### src/rtl/csd_meas_pkg.sv
// Shared types and parameter limits for the CapSense CSD measurement channel.
package csd_meas_pkg;

  typedef enum logic [1:0] {
    ST_IDLE,
    ST_LOAD,
    ST_MEAS,
    ST_DONE
  } state_e;

  localparam int CNT_W_MIN = 8;
  localparam int CNT_W_MAX = 24;
  localparam int WIN_W_MIN = 8;
  localparam int WIN_W_MAX = 24;

  function automatic bit width_ok(input int w, input int lo, input int hi);
    return (w >= lo) && (w <= hi);
  endfunction

endpackage

### src/rtl/csd_sat_counter.sv
// Saturating up-counter: clear has priority, increments on en_i & inc_i, and
// holds at all-ones while raising a sticky saturation flag.
module csd_sat_counter #(
  parameter int W = 16
) (
  input  logic         op_clock,
  input  logic         reset,
  input  logic         clear_i,
  input  logic         inc_i,
  input  logic         en_i,
  output logic [W-1:0] count_o,
  output logic         sat_o
);

  logic [W-1:0] count_q, count_d;
  logic         sat_q, sat_d;

  // NOTE: every always_comb output gets a default first so no path leaves it unassigned (no latch).
  always_comb begin
    count_d = count_q;
    sat_d   = sat_q;
    if (clear_i) begin
      count_d = '0;
      sat_d   = 1'b0;
    end else if (en_i && inc_i) begin
      if (&count_q) begin
        sat_d = 1'b1;
      end else begin
        count_d = count_q + W'(1);
      end
    end
  end

  // NOTE: state registers use non-blocking assignments so all flops update together at the edge.
  always_ff @(posedge op_clock) begin
    if (reset) begin
      count_q <= '0;
      sat_q   <= 1'b0;
    end else begin
      count_q <= count_d;
      sat_q   <= sat_d;
    end
  end

  assign count_o = count_q;
  assign sat_o   = sat_q;

endmodule

### src/rtl/csd_measure_channel.sv
// CapSense CSD measurement channel: counts PRS pulses with the sensor below
// threshold over a programmable window and publishes the count with valid/ack.
module csd_measure_channel
  import csd_meas_pkg::*;
#(
  parameter int CNT_W     = 16,
  parameter int WIN_W     = 16,
  parameter bit IDAC_SINK = 1'b0
) (
  input  logic             op_clock,
  input  logic             reset,
  input  logic             start_i,
  input  logic             pulse_i,
  input  logic             cmp_in_i,
  input  logic [WIN_W-1:0] window_period_i,
  input  logic             result_ack_i,
  output logic             ioff_o,
  output logic             busy_o,
  output logic [CNT_W-1:0] result_o,
  output logic             result_valid_o,
  output logic             overflow_o,
  output logic             overrun_o
);

  if (!width_ok(CNT_W, CNT_W_MIN, CNT_W_MAX) || !width_ok(WIN_W, WIN_W_MIN, WIN_W_MAX)) begin : g_bad_width
    $error("csd_measure_channel: CNT_W or WIN_W outside 8..24");
  end

  state_e             state_q, state_d;
  logic [WIN_W-1:0]   win_cnt_q, win_cnt_d;
  logic               pre_q, pre_d;
  logic               cmp_s_q, cmp_s_d;
  logic [CNT_W-1:0]   result_q, result_d;
  logic               result_valid_q, result_valid_d;
  logic               overflow_q, overflow_d;
  logic               overrun_q, overrun_d;

  logic [CNT_W-1:0]   raw_cnt;
  logic               raw_sat;

  // A low synchronised comparator means the sensor is below threshold: count it.
  csd_sat_counter #(.W(CNT_W)) u_raw_cnt (
    .op_clock (op_clock),
    .reset    (reset),
    .clear_i  (state_q == ST_LOAD),
    .inc_i    (~cmp_s_q),
    .en_i     ((state_q == ST_MEAS) && pulse_i),
    .count_o  (raw_cnt),
    .sat_o    (raw_sat)
  );

  always_comb begin
    state_d        = state_q;
    win_cnt_d      = win_cnt_q;
    pre_d          = pre_q;
    cmp_s_d        = cmp_s_q;
    result_d       = result_q;
    result_valid_d = result_valid_q;
    overflow_d     = overflow_q;
    overrun_d      = overrun_q;

    // The comparator is only sampled on PRS strobes, in every state.
    if (pulse_i) begin
      pre_d   = cmp_in_i ^ IDAC_SINK;
      cmp_s_d = pre_q;
    end

    if (result_ack_i) begin
      if (result_valid_q) begin
        overrun_d = 1'b0;
      end
      result_valid_d = 1'b0;
    end

    case (state_q)
      ST_IDLE: begin
        if (start_i) begin
          state_d = ST_LOAD;
        end
      end
      ST_LOAD: begin
        win_cnt_d = (window_period_i == '0) ? WIN_W'(1) : window_period_i;
        state_d   = ST_MEAS;
      end
      ST_MEAS: begin
        if (pulse_i) begin
          win_cnt_d = win_cnt_q - WIN_W'(1);
          if (win_cnt_q == WIN_W'(1)) begin
            state_d = ST_DONE;
          end
        end
      end
      ST_DONE: begin
        // Publishing a new result overrides any ack seen this cycle.
        result_d       = raw_cnt;
        overflow_d     = raw_sat;
        overrun_d      = overrun_q | (result_valid_q & ~result_ack_i);
        result_valid_d = 1'b1;
        state_d        = ST_IDLE;
      end
      default: begin
        state_d = ST_IDLE;
      end
    endcase
  end

  always_ff @(posedge op_clock) begin
    if (reset) begin
      state_q        <= ST_IDLE;
      win_cnt_q      <= '0;
      pre_q          <= 1'b0;
      cmp_s_q        <= 1'b0;
      result_q       <= '0;
      result_valid_q <= 1'b0;
      overflow_q     <= 1'b0;
      overrun_q      <= 1'b0;
    end else begin
      state_q        <= state_d;
      win_cnt_q      <= win_cnt_d;
      pre_q          <= pre_d;
      cmp_s_q        <= cmp_s_d;
      result_q       <= result_d;
      result_valid_q <= result_valid_d;
      overflow_q     <= overflow_d;
      overrun_q      <= overrun_d;
    end
  end

  assign ioff_o         = cmp_s_q;
  assign busy_o         = (state_q == ST_LOAD) || (state_q == ST_MEAS);
  assign result_o       = result_q;
  assign result_valid_o = result_valid_q;
  assign overflow_o     = overflow_q;
  assign overrun_o      = overrun_q;

endmodule

### config.mk
export PLATFORM = sky130hd
export DESIGN_NAME = csd_measure_channel
export DESIGN_NICKNAME = d
export VERILOG_FILES = /design/src/rtl/csd_meas_pkg.sv /design/src/rtl/csd_sat_counter.sv /design/src/rtl/csd_measure_channel.sv
export SDC_FILE = /design/constraint.sdc
export NUM_CORES = 1
export LEC_CHECK = 0
export BUFFER_PORTS_ARGS = -buffer_cell sky130_fd_sc_hd__buf_2
export CORE_ASPECT_RATIO = 0.9
export CORE_UTILIZATION = 35
export DETAILED_ROUTE_END_ITERATION = 10
export GPL_TIMING_DRIVEN = 0
export PLACE_DENSITY_LB_ADDON = 0.12
export RECOVER_POWER = 25
export SETUP_SLACK_MARGIN = 0.02
export SLEW_MARGIN = 10
export SYNTH_ARGS = -nofsm -noshare
export SYNTH_HDL_FRONTEND = slang
export SYNTH_SLANG_ARGS = --single-unit
### constraint.sdc
create_clock -name op_clock -period 3.2 [get_ports op_clock]
set_input_delay 0.32 -clock op_clock [delete_from_list [all_inputs] [get_ports op_clock]]
set_output_delay 0.32 -clock op_clock [all_outputs]
set_load 0.05 [all_outputs]
* Yosys cells after proc, flatten, opt, wreduce, memory -nomap -nowiden
Index checks and enable logic that the tools add are counted.
** Operators by class
- Add/sub/neg operators :: 2
- Multipliers :: 0
- Div/mod/pow operators :: 0
- Magnitude comparators :: 0
- Equality and inequality tests :: 7
- Shift-type cells :: 0
- Multiplexer cells :: 12
- Bitwise gates (word level) :: 5
- Reduce and logical (&&, ||, !) cells :: 15
** Operators with widths (count)
- 16-bit two-way mux :: 2
- 16-bit one-hot mux with 2 select lines :: 1
- 17-bit AND reduction :: 1
- 16-bit by 1-bit adder with 16-bit output, second input constant :: 1
- 16-bit by 1-bit equality test with 1-bit output, second input constant :: 1
- 16-bit zero test :: 1
- 16-bit AND reduction :: 1
- 16-bit by 1-bit subtractor with 16-bit output, second input constant :: 1
- 2-bit one-hot mux with 4 select lines :: 1
- 2-bit two-way mux :: 3
- 2-bit AND reduction :: 3
- 2-bit nonzero test :: 3
- 1-bit two-way mux :: 5
- 2-bit equality test, second input constant :: 2
- 2-bit inequality test, second input constant :: 2
- 1-bit inverter :: 3
- 3-bit AND reduction :: 1
- 2-bit by 1-bit equality test with 1-bit output, second input constant :: 1
- 1-bit logical AND :: 2
- 2-bit zero test :: 1
- 2-bit by 1-bit inequality test with 1-bit output, second input constant :: 1
- 2-bit OR reduction :: 1
- 1-bit AND :: 1
- 1-bit logical OR :: 1
- 1-bit OR :: 1
** Word-level totals
- Flip-flop bits (word level) :: 56
- Latch bits :: 0
- Bits in writable memories :: 0
- ROM bits :: 0
- Input port bits :: 22
- Output and inout bits :: 21
- Logic and storage cells :: 51
- Memories kept :: 0

* Depth between registers and ports, before layout
Gate-level depths: netlist of the first run.
- Depth after elaboration :: 4
- Depth in mapped cells :: 9
- Depth with buffers taken out :: 7

* Hierarchy
From an unflattened synthesis of the first run, not the netlist that was laid out.
** Unflattened totals
- Cells, all modules :: 330
- Area total of the unflattened synthesis :: 2882.8 um^2
** By module, submodules not included
- csd_measure_channel :: instances 1, cells each 222, area an instance 1986.9 um^2, seq. area each 780.7 um^2
- csd_sat_counter :: instances 1, cells each 108, area an instance 895.9 um^2, seq. area each 340.3 um^2

* Worst setup path after synthesis of the first run
Ideal clock, no wire load.
- Kind :: register -> register
- Start point :: register win_cnt_q[0]
- End point :: register win_cnt_q[9]
- Arrival time :: 2.126 ns
- Data required time :: 3.105 ns
- Setup slack :: 0.978 ns
- Cell stages (with the launch flop) :: 7
- Cells stage by stage :: dfxtp_1 or4_4 or4_4 buf_6 or3_1 mux2i_1 a221oi_1
** Between the ends
- Longest elaborated chain between the ends :: 3
** Ends and longest elaborated chain
- start, declared :: RTL line csd_measure_channel.sv:30 : logic [WIN_W-1:0] win_cnt_q, win_cnt_d;
- start signal, assigned :: RTL line csd_measure_channel.sv:119 : win_cnt_q <= win_cnt_d;
- 16-bit by 1-bit subtractor with 16-bit output :: RTL line csd_measure_channel.sv:87 : win_cnt_d = win_cnt_q - WIN_W'(1);
- 16-bit two-way mux :: RTL line csd_measure_channel.sv:86 : if (pulse_i) begin
- 16-bit one-hot mux with 2 select lines :: RTL line csd_measure_channel.sv:75 : case (state_q)
No other way between the ends. The select of a mux whose other input is x is not followed.
A chain may end at the register's enable or synchronous reset.

* Final worst setup path of the first run
Ends and elaborated chain as after synthesis.

==> run summary, run 1 <==
The total count of max-transition violations in the final report came out at 0. In this run the critical register-to-register path is launched from win_cnt_q[0]. The area of the mapped netlist came out at 0.00277 mm². The hold path startpoint is cmp_in_i. The placer congestion estimate is 0.811. The largest single stage delay on the critical path is 0.59 ns.

STA classifies the critical path endpoint as a flop. The number of max-cap violations came out at 0. TritonCTS built the clock tree. In this run the clock root is driven by a sky130_fd_sc_hd__clkbuf_8. The flow ran to the end, and the final reports show no timing, DRC or antenna violations. Dividing the detail-routed via count by the number of cells gives 5.22. The highest net fanout along the worst path came out at 7. The worst setup path is launched from a flop.

Counting flops and latches in the post-synthesis netlist gives 56. The analysis attributes to cell leakage a power of about 0.0011 µW. The floorplan has 30 rows.

Detailed placement finished with a half-perimeter wire length of 5.02 mm. For this run, the number of Yosys warnings is 0. The number of buffers and inverters on the critical path is 1. The vertical die dimension came out at 86.4 µm. The clock buffer count from CTS came out at 5.

The die covers 0.00828 mm². The number of setup buffers added after CTS is 0. For this run, the detailed router's first-pass iteration total came to 5. In the global route stage, overall resource usage came out at 0.172. For this run, the register share of the synthesized area comes to 0.404. Of all flip-flops after synthesis, the portion carrying an async set or reset was 0. In the synthesized netlist the dominant register cell turns out to be sky130_fd_sc_hd__dfxtp_1. The overall power came out at ~2500 µW.

The clock network latency to the later pin of the worst-skew pair came out at 0.31 ns. After clock tree synthesis, the clock-pin slew on the worst setup and hold paths is 0.10 ns. The class of the tightest hold or removal check is input pin to flop. The core box area is approximately 0.0076 mm².

The detailed router's first-iteration violation count is 159. Of the cells placed in the final design, the portion with a size suffix greater than 1 is 0.108. Setup violations remaining at the end of the flow were counted as 0. The number of antenna violations at the first check in global routing was 0. Counting distinct cell types in the post-synthesis netlist gives 57.

The remaining antenna violation count came out at 0. The total overflow reported by the global router is 0. The number of port buffers is roughly 40. The required time of the critical path came out at 3.42 ns. Setup repair after global routing left no endpoint under its margin. The count of unresolved DRC violations after routing is 0. The most critical setup path has its startpoint at win_cnt_q[0].

For the pin with the worst max-slew slack, the measured transition is 0.791 ns. The slowest stage of the critical path is the sky130_fd_sc_hd__or4_4 cell. The final clock skew came out at 0.0124 ns. The I/O pin total came out at 43. The worst slew margin relative to its limit is 0.473. Among all cell types in the netlist, the one instantiated most often is sky130_fd_sc_hd__dfxtp_1. The number of gates resized after CTS is 0. The core utilization of the finished layout is 0.416. The power density relative to cell area came out at 788 mW/mm². Averaged over all synthesized cells, the footprint is 8.61 µm².

The final number of hold-violating endpoints came out at 0. The floorplan die width came out at between 90 and 100 µm. The worst setup path is of the flop to flop kind.

The number of diodes added for antenna fixing came out at 0. Yosys attributes the largest share of cell area to sky130_fd_sc_hd__dfxtp_1 (40%), sky130_fd_sc_hd__mux2i_1 (9.0%), sky130_fd_sc_hd__nor2_1 (6.6%), sky130_fd_sc_hd__ha_1 (3.2%), sky130_fd_sc_hd__nand2_1 (3.0%). The portion of the clock cycle consumed by the worst path in the final layout is 0.730. For this run, the post-layout net count is 399. Relative to the synthesized area, the layout overhead comes to 14.3%. In this design, the critical path's most frequently occurring cell is sky130_fd_sc_hd__or4_4. Based on the critical path, the design can be clocked at up to 428 MHz. The global-route wire length before repair came out at around 11 mm. The largest net degree at the start of global routing came out at 17. The summed negative setup slack over all endpoints came out at 0 ns. The clock passes through at most 2 buffers. In the synthesized netlist, the cells that appear most often are sky130_fd_sc_hd__dfxtp_1 (56), sky130_fd_sc_hd__nor2_1 (49), sky130_fd_sc_hd__mux2i_1 (25). For the worst setup path, the data arrival time is between 2 and 3 ns. The H-tree generated during clock tree synthesis spans 2 levels. The area fraction of the dominant cell type after synthesis is 0.404. CTS saw 56 sinks. Traced cell by cell, the critical path runs through or4_4, or4_4, buf_6, or3_1, mux2i_1, a221oi_1. The gate count of the mapped netlist came out at 322. The initial core utilization is 0.364.

The final period demand of the worst path is 2.34 ns. The number of global-route vias before repair came out at 2181. Grouping stages by cell kind, the critical path spends the most delay in simple AND/OR/NAND/NOR gates. The post-cts hold buffer count is 0.

Across the VDD grid, the largest voltage drop is 0.568 mV. Of all cell types, the one taking the most synthesized area is sky130_fd_sc_hd__dfxtp_1. The vias after detailed routing came out at around 2400. For this block, the routed nets add up to 6.70 mm of wire. The net count of the mapped netlist came out at 351.

The routed wirelength normalized by instance count is 14.3 µm. Yosys mapped a number of flops with a built-in enable equal to 0.
## through the flow
| step | instances | setup slack [ns] | cell area, µm² | hold WS (ns) |
|---|---|---|---|---|
| floorplan | 322 | 0.978 | 2770 | 0.437 |
| global placement | 459 | 0.883 | 3100 | 0.456 |
| detailed placement | 459 | 0.864 | 3100 | 0.464 |
| CTS | 467 | 0.858 | 3190 | 0.253 |
| global route | 467 | 0.724 | 3170 | 0.269 |
| finish | 467 | 0.864 | 3170 | 0.258 |
## power by group
group          internal (µW)  total, µW  switching, µW
sequential               801        927            126
clock                    176        400            223
combinational            467       1170            704
## placed cells by master (no fill, tap or decap), types with 3 or more instances in the layout
cell and instances:
sky130_fd_sc_hd__a211oi_1 9, sky130_fd_sc_hd__a21oi_1 14, sky130_fd_sc_hd__a31oi_1 4, sky130_fd_sc_hd__and3_1 4, sky130_fd_sc_hd__buf_1 4, sky130_fd_sc_hd__buf_2 24
sky130_fd_sc_hd__clkbuf_1 33, sky130_fd_sc_hd__clkbuf_8 6, sky130_fd_sc_hd__dfxtp_1 56, sky130_fd_sc_hd__ha_1 7, sky130_fd_sc_hd__inv_1 14, sky130_fd_sc_hd__mux2i_1 25
sky130_fd_sc_hd__nand2_1 22, sky130_fd_sc_hd__nand2b_1 3, sky130_fd_sc_hd__nand3_1 6, sky130_fd_sc_hd__nand4_1 3, sky130_fd_sc_hd__nor2_1 49, sky130_fd_sc_hd__nor2b_1 4
sky130_fd_sc_hd__nor3_1 10, sky130_fd_sc_hd__nor4_1 8, sky130_fd_sc_hd__o21ai_0 4, sky130_fd_sc_hd__o22ai_1 4, sky130_fd_sc_hd__or3_1 3, sky130_fd_sc_hd__xnor2_1 9
## metal layers
metal  wire length [µm]  part of all wire  GRT usage
met2               2630              0.39      0.241
met1               3670              0.55      0.271
met3                356             0.053     0.0333
met5                  0                 0          0
met4                 46            0.0069     0.0326
## cells by family (layout without fill, tap and decap cells)
logic type | Yosys count | count (layout) | synth area share
AOI/OAI and AO/OA | 63 | 63 | 0.162
xor gates and xnor gates | 9 | 9 | 0.0284
adders and majority gates | 7 | 7 | 0.0316
buffers and inverters | 34 | 83 | 0.0496
DFF | 56 | 56 | 0.404
muxes | 25 | 25 | 0.0903
and+or+nand+nor | 128 | 128 | 0.234
## worst paths after layout
path                       end  cells after the start  slack (ns)
hold / removal           pre_q                      3        0.26
hold reg to reg      overrun_o                      2        0.48
setup reg to reg  win_cnt_q[9]                      6        0.86
setup / recovery  win_cnt_q[9]                      6        0.86
## cell type report
type	count	area (µm²)
clock inverter	1	7.51
multi-input combinational	232	1510
sequential	56	1120
clock buffer	7	86.3
inverter	14	52.6
tap	96	120
buffer	20	85.1
timing repair buffer	41	181
fill	780	4450
## sequential cells by signal, indices dropped and copies added, names as in the netlist
signal             count
state_q                2
overrun_o              1
u_raw_cnt.count_o     16
result_o              16
u_raw_cnt.sat_o        1
ioff_o                 1
win_cnt_q             16
result_valid_o         1
overflow_o             1
pre_q                  1
## worst register-to-register path: cells and delay by family (launching register included)
kind | cells | cell delay [ns]
compound gates | 1 | 0.28
buf+inv | 1 | 0.15
flops | 1 | 0.36
mux | 1 | 0.13
simple gates | 3 | 1.34
Note: power is estimated with default switching activity, not from simulation.
==> run 2: changes to the inputs <==
clock period = 1.9 ns   (was 3.2 ns; I/O delays follow)
==> run 2 against run 1 <==
The run now ends with setup timing left; first-iteration DRC count increased by 5.7%; via count increased by 2.5%; maximum frequency increased by 6.7%; worst setup slack got worse by 1.2 ns; clock-buffer cell count decreased by 1; register-to-register slack got worse by 1.2 ns; power increased by 110%; cell area increased by 11%; worst hold slack got worse by 0.14 ns; cell count increased by 1.1%; critical path depth decreased by 1; largest power group unchanged; highest routed layer unchanged.
==> run summary, run 2 (synthesis gave the netlist of run 1 again) <==
The run finished, with violations left. The checks that failed: setup timing. The clock passes through at most 2 buffers. In this run the worst setup path terminates at win_cnt_q[9]. The number of diodes added for antenna fixing is 0. The type of origin of the critical path is a flop. The number of global-route vias before repair was around 2300.

The fill cell instance count of the final layout came out at 763. Dividing the detail-routed wire length by the instance count gives 15.5 µm. Setup repair after global routing could not meet its margin everywhere. Routability-driven placement finished with a final weighted congestion of 0.830. The post-DP HPWL came out at 5.04 mm. The global-route wire length before repair is 12.0 mm. The final period demand of the worst path came out at 2.19 ns. Relative to the synthesized area, the layout overhead comes to 26.5%. The final number of hold-violating endpoints was 0. The register share of total power came out at 0.312.

The slack of the critical path is -0.290 ns. The floorplan die width came out at 95.8 µm. The slew at the pin with the worst max-slew slack is 0.675 ns. The total count of max-transition violations in the final report is 0.

The number of max-cap violations is 0. The total die area came out at 0.00828 mm². The floorplan step defined a core boundary enclosing between 0.007 and 0.008 mm².

The portion of the clock cycle consumed by the worst path in the final layout came out at 1.15. The number of antenna violations at the first check in global routing was 0. The clock root buffer master is sky130_fd_sc_hd__clkbuf_8.

The cell type of the slowest stage on the worst timing path is sky130_fd_sc_hd__or4_4. The power density relative to cell area is ~1500 mW/mm². The combinational share of power is 0.539.

The critical path in this run is classified as flop to flop. The vertical die dimension is 86.4 µm. The depth of the worst register-to-register path came out at 5. The count of placed standard cells in the final layout, fillers left out came out at between 400 and 500. The CTS tree is done. The maximum level of the CTS H-tree came out at 2.

The min-delay analysis places its worst path in the category input pin to flop. The biggest cell delay along the critical path is between 0.5 and 0.6 ns. The required time of the critical path came out at between 2 and 2.5 ns.

The analysis attributes to cell leakage a power of 0.00128 µW. The vias after detailed routing came out at between 2000 and 2500. Including well taps, the total number of placed cells is 459.

The startpoint of the worst register-to-register path is win_cnt_q[0]. The number of port buffers came out at 41. Setup violations remaining at the end of the flow were counted as 9. CTS saw 56 sinks. After detailed routing, the number of remaining DRC violations is 0. The clock buffer count from CTS is 5. Counting stages on the worst path, the most repeated cell is sky130_fd_sc_hd__or4_4.

The fraction of final layout cells with drive strength greater than 1 is 0.253. The first routing iteration left between 150 and 200 violations. The maximum frequency from static timing analysis came out at between 400 and 500 MHz. In the layout the commonest cells are sky130_fd_sc_hd__dfxtp_1 (53), sky130_fd_sc_hd__nor2_1 (48), sky130_fd_sc_hd__buf_2 (28), sky130_fd_sc_hd__mux2i_1 (25), sky130_fd_sc_hd__nand2_1 (20). The largest net degree at the start of global routing came out at 17. During I/O placement, the number of pins put on the boundary was 43. The final net count came out at 404. The wire length reported by the detailed router came out at 7.33 mm. The leading cell type in the layout, fill and taps excluded is sky130_fd_sc_hd__dfxtp_1.

The initial core utilization is 0.364. The highest net fanout along the worst path came out at 5. The detail route stage leaves a number of antenna-violating nets equal to 0.

The most critical setup path has its startpoint at win_cnt_q[0]. The internal portion of the total power is 3020 µW. The peak supply drop came out at 0.886 mV. The power spent charging and discharging nets is 2120 µW. The switching share of total power came out at 0.413. The detailed-router iteration count before antenna repair is 4.

Data on the critical path arrives at its endpoint at 2.41 ns. The clock-pin slew reported for the worst setup and hold paths after clock tree synthesis is approximately 0.10 ns. The cell depth of the worst hold path came out at 3. The worst slew margin relative to its limit is 0.550. The via-per-instance ratio is 5.29. The summed negative setup slack over all endpoints came out at -1.68 ns.

The clock network latency to the later pin of the worst-skew pair came out at roughly 0.31 ns. The worst register-to-register path ends at win_cnt_q[9]. For the final database, setup skew stands at 0.0120 ns. The total overflow reported by the global router came out at 0. Traced cell by cell, the critical path runs through or4_4, or4_4, or3_4, mux2i_1, a221oi_1. The share of power burned in the clock network came out at 0.149. The floorplan has 30 rows. The setup check on the worst reg-to-reg path leaves a slack of -0.29 ns. The total global routing track utilization came out at 0.189.

STA classifies the critical path endpoint as a flop.
-- run 2: worst min-delay path by stage --
| stage | from | endpoint | slack (ns) |
|---|---|---|---|
| finish | cmp_in_i | pre_q | 0.12 |
| global route | cmp_in_i | pre_q | 0.16 |
| CTS | cmp_in_i | pre_q | 0.11 |
| detailed placement | cmp_in_i | pre_q | 0.43 |
| global placement | cmp_in_i | pre_q | 0.43 |
| floorplan | window_period_i[12] | win_cnt_q[12] | 0.33 |
-- run 2: metrics by stage --
step	util	hold slack (ns)	total power (µW)	instance area [µm²]	worst slack, ns
2_1_floorplan	-	0.331	3150	2780	-0.264
3_3_place_gp	0.408	0.427	3590	3110	-0.376
3_5_place_dp	0.408	0.430	3610	3110	-0.419
4_1_cts	0.450	0.109	4950	3430	-0.312
5_1_grt	0.460	0.160	5470	3510	-0.345
6_report	0.460	0.121	5140	3510	-0.290
-- run 2: metal layers --
metal	vias to the layer above	global-route usage	part of all wire
met5	-	0	0
met4	0	0.0299	0.0059
met3	5	0.0377	0.057
met2	72	0.282	0.42
met1	1161	0.283	0.52
li1	1260	-	-
-- run 2: area by class of cell --
cell class | instances | area (µm²) | share of cell area
timing repair buffer | 53 | 299 | 0.0853
clock buffer | 6 | 72.6 | 0.0207
tap | 96 | 120 | 0.0342
inverter | 14 | 52.6 | 0.0150
clock inverter | 2 | 35.0 | 0.00999
multi-input combinational | 232 | 1730 | 0.494
sequential | 56 | 1130 | 0.321
buffer | 13 | 67.6 | 0.0193
-- run 2: worst max-delay path: cells and delay by family, from the launching register on --
| family | cells | cell delay (ns) |
|---|---|---|
| AO/OA/AOI/OAI | 1 | 0.25 |
| AND/OR/NAND/NOR | 3 | 1.37 |
| flip-flops | 1 | 0.37 |
| multiplexers | 1 | 0.13 |
-- run 2: power groups by stage --
stage               sequential, µW  clock (µW)  combinational, µW
floorplan                     1550           0               1600
global placement              1590           0               2010
detailed placement            1590           0               2020
CTS                           1580         800               2570
global route                  1640         845               2990
finish                        1600         767               2770
-- run 2: what timing repair did --
action / CTS / global route
setup endpoints to repair: 44 / 41
gates resized for setup: 37 / 27
hold buffers: 0 / 0
gates cloned: 0 / 0
setup buffers: 12 / 0
pin swaps: 12 / 11
